==> config.mk <==
export PLATFORM = sky130hd
export DESIGN_NAME = pp_buf_ctrl
export DESIGN_NICKNAME = d
export VERILOG_FILES = /design/src/rtl/pp_buf_ctrl.sv
export SDC_FILE = /design/constraint.sdc
export NUM_CORES = 1
export LEC_CHECK = 0
export CAP_MARGIN = 20
export CORE_UTILIZATION = 45
export DETAILED_ROUTE_END_ITERATION = 8
export GPL_TIMING_DRIVEN = 0
export PLACE_DENSITY_LB_ADDON = 0.1
export SLEW_MARGIN = 20
export SYNTH_ARGS = -nofsm -noshare
export SYNTH_HDL_FRONTEND = slang
export SYNTH_SLANG_ARGS = --single-unit
==> constraint.sdc <==
create_clock -name clk -period 3.6 [get_ports clk]
set_clock_uncertainty 0.1 [all_clocks]
set_input_delay 0.9 -clock clk [delete_from_list [all_inputs] [get_ports clk]]
set_output_delay 0.9 -clock clk [all_outputs]
set_load 0.02 [all_outputs]
==> src/rtl/pp_buf_ctrl.sv <==
// rtl/pp_buf_ctrl.sv - ping-pong bank sequencer between PE write-back and a downstream consumer
module pp_buf_ctrl #(
   parameter int BIT_LENGTH = 8,
   parameter int DEPTH      = 256,
   parameter int AW         = $clog2(DEPTH)
) (
   input  logic                  clk,
   input  logic                  rst_n,
   input  logic                  wr_valid,
   output logic                  wr_ready,
   input  logic [BIT_LENGTH-1:0] wr_data,
   input  logic                  wr_last,
   output logic                  rd_valid,
   input  logic                  rd_ready,
   output logic [BIT_LENGTH-1:0] rd_data,
   output logic                  rd_last,
   output logic                  ena,
   output logic                  wea,
   output logic [AW-1:0]         addra,
   output logic [BIT_LENGTH-1:0] dina,
   output logic                  enb,
   output logic [AW-1:0]         addrb,
   input  logic [BIT_LENGTH-1:0] doutb,
   output logic                  ping_pong,
   output logic                  swap
);

   localparam int unsigned   LAST_I   = DEPTH - 1;
   localparam logic [AW:0]   LAST_IDX = LAST_I[AW:0];
   localparam logic [AW:0]   ONE      = {{AW{1'b0}}, 1'b1};

   logic [AW:0]         wr_cnt_q, wr_cnt_d;
   logic                w_full_q, w_full_d;
   logic                ping_pong_q, ping_pong_d;
   logic                swap_q, swap_d;
   logic [AW:0]         rd_len_q, rd_len_d;
   logic [AW:0]         rd_ptr_q, rd_ptr_d;
   logic [AW:0]         ptr_issued_q, ptr_issued_d;
   logic                in_flight_q, in_flight_d;
   logic [BIT_LENGTH:0] fifo_q [2];
   logic [BIT_LENGTH:0] fifo_d [2];
   logic                fifo_wp_q, fifo_wp_d;
   logic                fifo_rp_q, fifo_rp_d;
   logic [1:0]          fifo_cnt_q, fifo_cnt_d;

   logic                wr_fire;
   logic                pop;
   logic                push_last;
   logic                swap_cond;
   logic                rd_issue;
   logic [2:0]          occ_next;

   always_comb begin
      wr_fire   = wr_valid && !w_full_q;
      pop       = (fifo_cnt_q != 2'd0) && rd_ready;
      push_last = (ptr_issued_q == (rd_len_q - ONE));
      swap_cond = w_full_q && (rd_ptr_q == rd_len_q) && !in_flight_q && (fifo_cnt_q == 2'd0);
      // Occupancy once this cycle's pop and the returning in-flight word have settled
      occ_next  = {1'b0, fifo_cnt_q} + {2'b00, in_flight_q} - {2'b00, pop};
      rd_issue  = (rd_ptr_q < rd_len_q)
               && (!in_flight_q || (({1'b0, fifo_cnt_q} - {2'b00, pop}) < 3'd2))
               && (occ_next < 3'd2);

      wr_cnt_d     = wr_cnt_q;
      w_full_d     = w_full_q;
      ping_pong_d  = ping_pong_q;
      swap_d       = swap_cond;
      rd_len_d     = rd_len_q;
      rd_ptr_d     = rd_ptr_q;
      ptr_issued_d = ptr_issued_q;
      in_flight_d  = rd_issue;
      fifo_d       = fifo_q;
      fifo_wp_d    = fifo_wp_q;
      fifo_rp_d    = fifo_rp_q;
      fifo_cnt_d   = fifo_cnt_q + {1'b0, in_flight_q} - {1'b0, pop};

      if (wr_fire) begin
         wr_cnt_d = wr_cnt_q + ONE;
         if (wr_last || (wr_cnt_q == LAST_IDX)) begin
            w_full_d = 1'b1;
         end
      end

      if (rd_issue) begin
         rd_ptr_d     = rd_ptr_q + ONE;
         ptr_issued_d = rd_ptr_q;
      end

      if (in_flight_q) begin
         fifo_d[fifo_wp_q] = {push_last, doutb};
         fifo_wp_d         = !fifo_wp_q;
      end
      if (pop) begin
         fifo_rp_d = !fifo_rp_q;
      end

      // Swap only happens with the read side idle, so it never collides with a read issue
      if (swap_cond) begin
         ping_pong_d = !ping_pong_q;
         rd_len_d    = wr_cnt_q;
         rd_ptr_d    = '0;
         wr_cnt_d    = '0;
         w_full_d    = 1'b0;
      end
   end

   always_ff @(posedge clk or negedge rst_n) begin
      if (!rst_n) begin
         wr_cnt_q     <= '0;
         w_full_q     <= 1'b0;
         ping_pong_q  <= 1'b0;
         swap_q       <= 1'b0;
         rd_len_q     <= '0;
         rd_ptr_q     <= '0;
         ptr_issued_q <= '0;
         in_flight_q  <= 1'b0;
         fifo_q[0]    <= '0;
         fifo_q[1]    <= '0;
         fifo_wp_q    <= 1'b0;
         fifo_rp_q    <= 1'b0;
         fifo_cnt_q   <= 2'd0;
      end else begin
         wr_cnt_q     <= wr_cnt_d;
         w_full_q     <= w_full_d;
         ping_pong_q  <= ping_pong_d;
         swap_q       <= swap_d;
         rd_len_q     <= rd_len_d;
         rd_ptr_q     <= rd_ptr_d;
         ptr_issued_q <= ptr_issued_d;
         in_flight_q  <= in_flight_d;
         fifo_q       <= fifo_d;
         fifo_wp_q    <= fifo_wp_d;
         fifo_rp_q    <= fifo_rp_d;
         fifo_cnt_q   <= fifo_cnt_d;
      end
   end

   always_comb begin
      wr_ready  = !w_full_q;
      ena       = wr_fire;
      wea       = wr_fire;
      addra     = wr_cnt_q[AW-1:0];
      dina      = wr_data;
      enb       = rd_issue;
      addrb     = rd_ptr_q[AW-1:0];
      rd_valid  = (fifo_cnt_q != 2'd0);
      rd_data   = rd_valid ? fifo_q[fifo_rp_q][BIT_LENGTH-1:0] : '0;
      rd_last   = rd_valid ? fifo_q[fifo_rp_q][BIT_LENGTH] : 1'b0;
      ping_pong = ping_pong_q;
      swap      = swap_q;
   end

endmodule
== Word level (Yosys, flattened, before mapping) ==
Index checks and enable logic that the tools add are counted.
Storage, ports and cells
  register bits after elaboration: 62
  input bits: 21
  output and inout bits: 40
  word-level logic and storage cells: 68
Operators by class
  add/sub/neg operators: 8
  $lt $le $gt $ge: 6
  eq/ne operators: 3
  multiplexer cells: 15
  bitwise logic cells: 2
  reductions and logical operators: 21
Operators by type and width (number)
  9-bit 2-to-1 mux: 8
  9-bit by 1-bit adder with 9-bit output, second input constant: 2
  18-bit bitwise mux: 1
  9-bit equality test: 2
  9-bit demux with 1-bit select: 1
  9-bit by 8-bit equality test with 1-bit output, second input constant: 1
  9-bit < comparator: 1
  9-bit by 1-bit subtractor with 9-bit output, second input constant: 1
  1-bit logical AND: 8
  8-bit 2-to-1 mux: 1
  2-bit nonzero test: 4
  3-bit by 2-bit < comparator with 1-bit output, second input constant: 2
  1-bit zero test: 5
  2-bit greater-or-equal comparator, second input constant: 2
  1-bit 2-to-1 mux: 4
  1-bit inverter with 2-bit output: 2
  2-bit by 1-bit adder with 3-bit output: 1
  2-bit by 1-bit subtractor with 3-bit output: 1
  3-bit by 1-bit subtractor with 3-bit output: 1
  2-bit by 1-bit adder with 2-bit output: 1
  2-bit zero test: 1
  1-bit logical OR: 2
  2-bit by 1-bit < comparator with 1-bit output, second input constant: 1
  2-bit AND reduction: 1
  2-bit by 1-bit subtractor with 2-bit output: 1

== Longest topological paths before layout ==
  depth in word-level cells: 9
  depth in mapped cells: 10
  mapped depth without buffers: 10

== Worst setup path after synthesis ==
Ideal clock, no wire load.
  path kind: in2out
  start: in rd_ready
  end: out enb
  arrival: 2.545 ns
  setup slack: 0.055 ns
  stages: 7
  buffers on the path: 0
  cell sequence: nand3_1 > o21ai_0 > ha_1 > fa_1 > a211oi_2 > o221ai_2 > nor2_2
Between the ends
  cells in the longest elaborated chain, start to end: 6
  elaborated cells between the ends (all ways): 8
  those cells by class: 2 x add/sub; 2 x order compare; 4 x reduce/logical
Ends and longest elaborated chain
  start, declared: RTL line 14  | input logic rd_ready,
  1-bit logical AND *: RTL line 55  | pop = (fifo_cnt_q != 2'd0) && rd_ready;
  2-bit by 1-bit subtractor with 3-bit output: RTL line 61  | && (!in_flight_q || (({1'b0, fifo_cnt_q} - {2'b00, pop}) < 3'd2))
  3-bit by 2-bit < comparator with 1-bit output: RTL line 61
  1-bit logical OR: RTL line 61
  1-bit logical AND: RTL line 61
  1-bit logical AND *: RTL line 62  | && (occ_next < 3'd2);
  end, declared: RTL line 21  | output logic enb,
Mark *: on every way between the ends. The rest lies on a longest branch, timed or not.

== Final worst setup path ==
Ends and elaborated chain as after synthesis.

==> flow_summary.json <==
{
  "ys_ff_latch": 62,
  "async_flop_share_pct": 100,
  "vdd_drop_max_mv": 0.373,
  "grt_max_degree": 54,
  "syn_inst": 327,
  "worstMarginPinSlew_ns": 0.736,
  "clock_latency_ns": 0.34,
  "drt_first_pass_iters": 4,
  "synth.distinct_cells": 42,
  "drive_gt1_share_pct": 22.0,
  "final_min_period_over_clock_period_pct": 98.0,
  "max_stage_delay_ns": 0.37,
  "place_congestion": 0.894,
  "power_leakage_nw": 1.95,
  "drv_cap": 0,
  "hp-class": "in -> async",
  "antenna_left": 0,
  "vias_per_cell": 5.19,
  "htree_levels": 3,
  "grt_usage_pct": 19.8,
  "cts_tree": "built",
  "timing.slew.headroom_pct": 50.9,
  "path_max_fanout": 4,
  "clk_pin_slew_ns": 0.07,
  "r2r-start": "fifo_cnt_q[1]",
  "cp-end-kind": "primary output",
  "path_buf_inv": 2,
  "cts_sinks": 62,
  "clock.fmax_mhz": 283,
  "synth-edff-count": 0,
  "diodes": 0,
  "postCtsHoldBufs": 0,
  "wl_mm": 7.37,
  "synth-seq-area-share_pct": 45.6,
  "status": "finished, final reports clean",
  "ys_warn_count": 0,
  "die-height_microns": 89.0,
  "synth_fp_nets": 363,
  "antenna_found_initial": 0,
  "overflow": 0,
  "p_per_area_mw_per_mm2": 771,
  "drcViolationCount": 0,
  "fin_crit_ns": 3.53,
  "avgSynthCellArea_sq_um": 10.4,
  "critPathSlowestCell": "fa_2",
  "core.rowCount": 31,
  "final_net_count": 431,
  "critPathRequiredTime_ns": 2.60,
  "wl_per_cell_microns": 14.8,
  "synth-main-ff-cell": "dfrtp_1",
  "drt_iter0_markers": 71,
  "hold_viol": 0,
  "dieArea_sq_mm": 0.00791,
  "coreArea_sq_mm": 0.00729,
  "drv_slew": 0,
  "nFillCells": 662,
  "io_buffers": 52,
  "grt_pass1_wl_mm": 11.6,
  "synth_area_sq_mm": 0.00340,
  "initial_core_util_pct": 46.7,
  "grt_pass1_vias": 2400,
  "critPathKind": "in -> out",
  "ios": 61,
  "dp_hpwl_mm": 5.23,
  "placed_cell_area_sq_mm": 0.00407,
  "crit_path_cell_trace": "clkbuf_2, nand3_2, o21ai_0, ha_2, fa_2, a211oi_4, o221ai_2, nor2_4, buf_6",
  "tns_ns": 0,
  "synthToLayoutAreaGrowth_pct": 26.5,
  "fin_area_sq_mm": 0.00431,
  "dr_total_vias": 2590,
  "path_delay_family": "compound AO/OA/AOI/OAI gates",
  "crit_path_start_kind": "primary input",
  "r2r_cells": 11,
  "rrSetupSlack_ns": 0.65,
  "clockRootBuffer": "clkbuf_8",
  "setup_viol": 0,
  "fin_util_pct": 59.1,
  "r2r_end": "rd_ptr_q[5]",
  "numCtsBuffers": 9,
  "cp.arrival_ns": 2.53,
  "die_w_microns": 89.0,
  "clockBufferDepth": 2
}
[what timing repair did]
action,4_1_cts,5_1_grt
endpoints found under the setup margin,1,3
hold endpoints to repair,0,0
resized for setup,14,3
buffers inserted,3,1
pin swaps,4,4
[where the power goes]
group	switching (W)	internal [W]	leakage, nW
sequential	0.000161	0.000896	0.803
clock	0.000264	0.000315	0.0968
combinational	0.000870	0.000815	1.05
total	0.00129	0.00203	1.95
[stage by stage]
stage	hold WS (ns)	setup slack (ns)	std cells	power, W
floorplan	0.350	0.0548	327	0.00213
global placement	0.361	-1.32	478	0.00263
detailed placement	0.365	-1.37	479	0.00266
CTS	0.289	0.00605	498	0.00333
global route	0.295	-0.00243	499	0.00355
finish	0.294	0.0715	499	0.00332
[logic make-up (layout without fill, tap and decap cells)]
group | Yosys count | after routing | synth area share (%)
adder cells (fa/ha/maj) | 15 | 15 | 5.74
multiplexers | 36 | 36 | 11.5
AO/OA/AOI/OAI | 51 | 51 | 9.49
AND/OR/NAND/NOR | 88 | 88 | 13.2
buffers and inverters | 54 | 127 | 9.04
flip-flops | 62 | 62 | 45.6
XOR/XNOR | 21 | 21 | 5.40
[cell usage in the layout, fill, tap and decap left out, types with 2 or more instances in the layout]
cell	instances
and3_1	5
buf_6	2
nand4_1	8
clkinv_2	4
nor2_1	20
mux2i_1	11
buf_4	30
nand2_1	19
a21oi_1	14
buf_2	3
xor2_1	9
xnor2_1	12
nand3_1	10
clkbuf_8	9
or4_1	6
clkdlybuf4s50_1	49
inv_1	18
ha_1	13
or3_1	4
nor2b_1	4
o31ai_1	5
clkbuf_2	2
o21ai_0	18
nor3_1	4
mux2_2	25
dfrtp_1	62
o211ai_1	2
clkbuf_1	8
[state kept, by name, summed over array words and instances (netlist names)]
signal / count
ptr_issued_q: 9
fifo_cnt_q: 2
fifo_q: 18
rd_ptr_q: 9
rd_len_q: 9
fifo_rp_q: 1
wr_cnt_q: 9
fifo_wp_q: 1
ping_pong: 1
in_flight_q: 1
swap: 1
w_full_q: 1
[cell usage after synthesis, types with 3 or more instances]
master     n  area, sq um
a21oi_1   14         70.1
or3_1      4         25.0
dfrtp_1   62         1550
or4_1      6         45.0
nor2b_1    4         25.0
clkbuf_1   7         26.3
nand2_1   19         71.3
mux2i_1   11          110
nor3_1     4         20.0
o21ai_0   18         90.1
nand3_1   11         55.1
xor2_1     9         78.8
o31ai_1    5         37.5
buf_4     25          188
mux2_2    25          282
and3_1     5         31.3
nand4_1    8         50.1
xnor2_1   12          105
ha_1      14          175
inv_1     18         67.6
buf_2      3         15.0
nor2_1    21         78.8
[worst max path at each step]
stage,slack [ns],end,from,cells past startpoint
after floorplan,0.05,enb,rd_ready,7
after global placement,-1.32,enb,rd_ready,9
after detailed placement,-1.37,enb,rd_ready,9
after CTS,0.006,wea,wr_valid,5
after global routing,-0.002,enb,rd_ready,9
final,0.07,enb,rd_ready,9
[layout make-up]
type	count	area, sq um	area share [%]
Clock buffer	11	131	3.05
Tap cell	99	124	2.88
Clock inverter	5	50.0	1.16
Timing Repair Buffer	57	572	13.3
Multi-Input combinational cell	211	1570	36.4
Sequential cell	62	1550	36.0
Buffer	36	241	5.61
Inverter	18	67.6	1.57
[metal layers]
metal | GRT usage, % | share of wire, % | vias to the layer above
li1 | - | - | 1265
met1 | 25.7 | 46 | 1246
met2 | 32.6 | 48 | 73
met3 | 5.45 | 5.0 | 6
met4 | 5.92 | 0.77 | 0
met5 | 0 | 0 | -
No activity file was read; power rests on OpenSTA's default activity.
==> variant 1, RTL diff (config.mk and constraints unchanged) <==
Make the reset (`rst_n`) synchronous in one clocked block.
--- a/src/rtl/pp_buf_ctrl.sv
+++ b/src/rtl/pp_buf_ctrl.sv
@@ -104,7 +104,7 @@
       end
    end
 
-   always_ff @(posedge clk or negedge rst_n) begin
+   always_ff @(posedge clk) begin
       if (!rst_n) begin
          wr_cnt_q     <= '0;
          w_full_q     <= 1'b0;
Check against the original RTL: differs if rst_n is asserted again (counterexample within 4 cycles, from zero or initial values and one cycle with rst_n low); with rst_n held inactive, the same outputs for 10 cycles.
==> variant 1 against the original RTL <==
The run now ends with setup timing left; die area decreased by 0.98%; non-clock buffer count increased by 2; sequential share of layout area decreased by 6.9 points; final area decreased by 1.1%; worst setup slack got worse by 0.46 ns; routed wire length increased by 2.2%; area after synthesis decreased by 0.99%; maximum frequency decreased by 11%; sequential cell count unchanged; highest routed layer unchanged.
Power is not compared: it rests on default switching activity, and its combinational part moved more than twofold at a synthesized area within 25%.
==> variant 1: results (changes against the original RTL) <==
LOGIC SYNTHESIS
--------------------------------------------------------------------------------------
Biggest area contributors in the synthesized netlist                      sky130_fd_sc_hd__dfxtp_1 37%, sky130_fd_sc_hd__mux2i_1 6.5%, sky130_fd_sc_hd__ha_1 5.9%, sky130_fd_sc_hd__buf_4 5.8%, sky130_fd_sc_hd__nand2_1 5.5%
Sequential area share after synthesis                                            36.8%   -8.8 points
Synthesized area per cell                                                    8.53 um^2   -18%
Adder-Cell Fraction of Synth Area                                                6.54%   +0.80 points
Share of cell area taken by muxes after synthesis                                6.54%   -5.0 points
Number of nets produced by synthesis                                               433   +19%
Most numerous cell types in the synthesized netlist                       62 x sky130_fd_sc_hd__dfxtp_1, 49 x sky130_fd_sc_hd__nand2_1, 31 x sky130_fd_sc_hd__nor2_1, 26 x sky130_fd_sc_hd__buf_4, 24 x sky130_fd_sc_hd__nor2b_1
Synthesized-area fraction occupied by ao, oa, aoi and oai cells                  12.4%   +2.9 points
Parity-gate share of the synthesized area counting xor and xnor cells            5.72%   +0.31 points

MIN PATH
--------------------------------------------------------------------------------------
Worst min-delay path class                                                  reg -> reg

GLOBAL ROUTING
--------------------------------------------------------------------------------------
Global Route met2 Usage                                                          32.8%   +0.21 points
Via count of the first global-routing pass                                        2557   +6.5%
Largest net degree at the start of global routing                                   12   -78%
Global routing met1 resource utilization                                         26.4%   +0.64 points
First-pass GRT wire length                                                    11800 um   +2.0%

SETUP PATH
--------------------------------------------------------------------------------------
Arrival @ worst endpoint                                                       2.99 ns   +0.46 ns
Reg-to-reg startpoint                                                     fifo_cnt_q[1]$_SDFF_PN0_
Destination of the worst register-to-register timing path                 rd_ptr_q[7]$_SDFFE_PP0P_
Family of cells with the greatest summed delay on the critical path        adder cells
Largest stage delay on the critical path                                       0.45 ns   +0.08 ns
Setup slack of the most critical reg-to-reg path                               0.22 ns   -0.43 ns

ROUTE
--------------------------------------------------------------------------------------
Routed wire length                                                             7540 um   +2.2%
Wire per inst                                                                  13.3 um   -9.7%
Met2 Routed Length                                                             3510 um   -1.4%
Initial drt markers                                                                 96   +35%
Detailed-route via count                                                          2823   +9.0%
Total length of routed met3 wires                                               282 um   -24%

RUN STATUS
--------------------------------------------------------------------------------------
Result of the run                                                         finished with violations
Violations in the final reports                                           setup timing

PLACEMENT
--------------------------------------------------------------------------------------
Placement Setup Slack                                                         -1.57 ns   -0.199 ns
Placed Area                                                                  4020 um^2   -1.4%
Placed wire-length estimate after detailed placement                           5480 um   +4.7%
Weighted congestion reported at the end of routability-driven placement          0.822   -8.1%
Number of buffer cells added on primary ports                                       51   -1.9%

TIMING
--------------------------------------------------------------------------------------
Total of endpoints with negative setup slack in the final report                     1   +1
Final hold slack                                                              0.366 ns   +0.0719 ns
Tightest slew margin relative to the limit                                       28.5%   -22 points
Aggregate negative setup slack                                               -0.385 ns   -0.385 ns
Setup WS post-layout                                                         -0.385 ns   -0.457 ns

CELLS AND AREA
--------------------------------------------------------------------------------------
Fraction of final layout cells sized beyond drive strength 1                     13.3%   -8.7 points
Number of nets in the layout                                                       499   +16%

variant 1: cell count changes after synthesis, moves of 11 or more:
cell                       before  now
sky130_fd_sc_hd__dfrtp_1       62    0
sky130_fd_sc_hd__dfxtp_1        0   62
sky130_fd_sc_hd__nor2b_1        4   24
sky130_fd_sc_hd__mux2_2        25    0
sky130_fd_sc_hd__nand2_1       19   49
sky130_fd_sc_hd__mux2i_1       11   22
sky130_fd_sc_hd__a21boi_0       0   17
variant 1: cell type report:
cell class	instances	area [um^2]
plain buffers	39	244
clock buffers	10	138
clock inverters	6	37.5
fillers	676	3000
inverters	20	80.1
multi-input cells	273	1840
flip-flops and latches	62	1240
well taps	99	124
repair buffers	56	554
variant 1: repair_timing:
action                                  CTS  global route
setup buffers                             5             0
endpoints found under the setup margin   12             6
pin swaps                                 5             5
resized for setup                        17             4
variant 1: worst min-delay path, delay by kind of cell (launching register included):
family | cells | cell delay (ns)
AOI/OAI and AO/OA | 1 | 0.06
DFF | 1 | 0.31
and+or+nand+nor | 1 | 0.06
==> variant 2, RTL diff (config.mk and constraints unchanged) <==
Made on the original files. Change the parameter `DEPTH` from 256 to 512.
--- a/src/rtl/pp_buf_ctrl.sv
+++ b/src/rtl/pp_buf_ctrl.sv
@@ -1,7 +1,7 @@
 // rtl/pp_buf_ctrl.sv - ping-pong bank sequencer between PE write-back and a downstream consumer
 module pp_buf_ctrl #(
    parameter int BIT_LENGTH = 8,
-   parameter int DEPTH      = 256,
+   parameter int DEPTH      = 512,
    parameter int AW         = $clog2(DEPTH)
 ) (
    input  logic                  clk,
Ports: changed (resized addra and addrb); port bits go from 61 to 63. No check against the original RTL was run, so the function may have changed too.
==> variant 2 against the original RTL <==
Worst setup slack got worse by 0.023 ns; routed wire length grew 11%; area after synthesis up 8.2%; sequential share of layout area decreased by 0.74 points; final area rose by 8.7%; global-route usage increased by 0.79 points; hold slack better by 0.068 ns; sequential cell count is 4 higher.
Power is not compared: it rests on default switching activity, and its combinational part moved more than twofold at a synthesized area within 25%.
==> variant 2: results (changes against the original RTL) <==
PLACEMENT
--------------------------------------------------------------------------------------
Placement Setup Slack                                                         -1.46 ns   -0.0938 ns
Number of buffer cells added on primary ports                                       54   +3.8%
Weighted congestion reported at the end of routability-driven placement          0.827   -7.5%
Placed Area                                                                  4380 um^2   +7.5%
Placed wire-length estimate after detailed placement                           5830 um   +12%

TIMING
--------------------------------------------------------------------------------------
Pin slew with the least headroom to its limit                                 0.760 ns   +0.0238 ns

SETUP PATH
--------------------------------------------------------------------------------------
Arrival @ worst endpoint                                                       2.55 ns   +0.02 ns
Worst Path Max Fanout                                                                4   unchanged
Reg-to-reg startpoint                                                     fifo_cnt_q[0]$_DFF_PN0_
Library cell contributing the largest single delay on the critical path   sky130_fd_sc_hd__fa_2
Largest stage delay on the critical path                                       0.49 ns   +0.12 ns

CELLS AND AREA
--------------------------------------------------------------------------------------
Largest register FFs                                                                18   unchanged
Non-clock inverter count                                                            19   +1
Multi-input logic portion of the cell area                                       37.2%   +0.80 points
Multi-input comb cells                                                             237   +12%
Sequential share of cell area                                                    35.3%   -0.74 points
Clock distribution area overhead in the final layout                             4.14%   -0.069 points
Final non-clock buffer share                                                     19.1%   +0.20 points
Antenna Diode Count                                                                  0   unchanged
Fraction of final layout cells sized beyond drive strength 1                     23.6%   +1.6 points
Number of fill cells                                                               720   +8.8%
Clkbuf count                                                                         9   -2
Non-clock buffers                                                                  103   +11%
Number of nets in the layout                                                       472   +9.5%

LOGIC SYNTHESIS
--------------------------------------------------------------------------------------
Number of nets produced by synthesis                                               397   +9.4%
Most numerous cell types in the synthesized netlist                       66 x sky130_fd_sc_hd__dfrtp_1, 27 x sky130_fd_sc_hd__buf_4, 26 x sky130_fd_sc_hd__mux2_2, 25 x sky130_fd_sc_hd__nand2_1, 22 x sky130_fd_sc_hd__nor2_1
Sequential area share after synthesis                                            44.8%   -0.75 points
Number of warnings issued by yosys                                                   0   unchanged
Flops & latches, synth                                                              66   +6.5%
Biggest area contributors in the synthesized netlist                      sky130_fd_sc_hd__dfrtp_1 45%, sky130_fd_sc_hd__mux2_2 7.9%, sky130_fd_sc_hd__buf_4 5.5%, sky130_fd_sc_hd__ha_1 4.8%, sky130_fd_sc_hd__mux2i_1 3.8%
Distinct cell type count after synthesis                                            44   +4.8%

ROUTE
--------------------------------------------------------------------------------------
Routed wire length                                                             8180 um   +11%
Drt via density                                                                   5.31   +2.4%
Initial drt markers                                                                261   +270%

MIN PATH
--------------------------------------------------------------------------------------
Worst min-delay path class                                                 in -> async

CTS
--------------------------------------------------------------------------------------
Skew-Pair Late Insertion Delay                                                 0.34 ns   about the same

GLOBAL ROUTING
--------------------------------------------------------------------------------------
Largest net degree at the start of global routing                                   45   -17%
First-pass GRT wire length                                                    13700 um   +18%
GRT Total Usage                                                                  20.6%   +0.79 points
Via count of the first global-routing pass                                        2783   +16%

DIE
--------------------------------------------------------------------------------------
Die Wd                                                                         92.5 um   +3.9%

RUN STATUS
--------------------------------------------------------------------------------------
Result of the run                                                         finished, final reports clean

variant 2: cell types whose count changed after synthesis, moves of 3 or more:
cell                       delta
sky130_fd_sc_hd__nor3_1       +3
sky130_fd_sc_hd__buf_2        +4
sky130_fd_sc_hd__nand2_1      +6
sky130_fd_sc_hd__dfrtp_1      +4
sky130_fd_sc_hd__nor4_1       +3
sky130_fd_sc_hd__mux2i_1      +3
sky130_fd_sc_hd__xnor2_1      +3
sky130_fd_sc_hd__and3_1       -4
sky130_fd_sc_hd__o21ai_0      -4
sky130_fd_sc_hd__nand2b_1     +8
variant 2: what timing repair did:
| action | CTS | global route |
|---|---|---|
| endpoints found under the setup margin | 13 | 1 |
| buffers inserted | 8 | 1 |
| gates cloned | 0 | 0 |
| pin swaps | 5 | 2 |
| resized for setup | 22 | 1 |
variant 2: worst max-delay path, delay by kind of cell:
family	cells	cell delay (ns)
AND/OR/NAND/NOR	3	0.39
adder cells (fa/ha/maj)	2	0.68
buffers and inverters	3	0.36
AO/OA/AOI/OAI	2	0.22
variant 2: logic make-up (layout without fill, tap and decap cells):
group	Yosys count	count (layout)	share of synthesized area, %
AOI/OAI and AO/OA	49	49	8.22
DFF	66	66	44.8
and+or+nand+nor	109	109	15.3
xor gates and xnor gates	24	24	5.71
muxes	40	40	11.8
adders and majority gates	15	15	5.30
buffers and inverters	58	138	8.90
variant 2: power by group through the flow:
stage	logic [W]	clock network (W)	registers, W
2_1_floorplan	0.000207	0	0.000790
3_3_place_gp	0.000355	0	0.000793
3_5_place_dp	0.000368	0	0.000794
4_1_cts	0.000396	0.000626	0.000781
5_1_grt	0.000427	0.000661	0.000784
6_report	0.000398	0.000610	0.000782
variant 2: final timing paths:
| check | end | slack (ns) | cells after the start |
|---|---|---|---|
| setup reg to reg | rd_ptr_q[6]$_DFFE_PN0P_ | 0.80 | 11 |
| min in group clk | ping_pong$_DFFE_PN0N_ | 0.37 | 1 |
| hold / removal | fifo_cnt_q[0]$_DFF_PN0_ | 0.36 | 1 |
| max in group asynchronous | ptr_issued_q[5]$_DFFE_PN0P_ | 2.51 | 2 |
| setup / recovery | enb | 0.05 | 10 |
| hold reg to reg | ping_pong$_DFFE_PN0N_ | 0.37 | 1 |
variant 2: per-layer routing:
metal	global-route usage (%)	share of wire (%)
met1	28.3	48
met3	3.12	3.7
met2	33.0	47
met4	7.42	1.3
met5	0	0
variant 2: stage by stage:
stage / power (W) / utilization, % / TNS, ns / cells
CTS: 0.00180 / 59.8 / 0 / 542
floorplan: 0.000998 / - / 0 / 361
global placement: 0.00115 / 55.7 / -55.53 / 517
global route: 0.00187 / 60.0 / -0.00879 / 543
finish: 0.00179 / 60.0 / 0 / 543
detailed placement: 0.00116 / 56.1 / -7.59 / 518
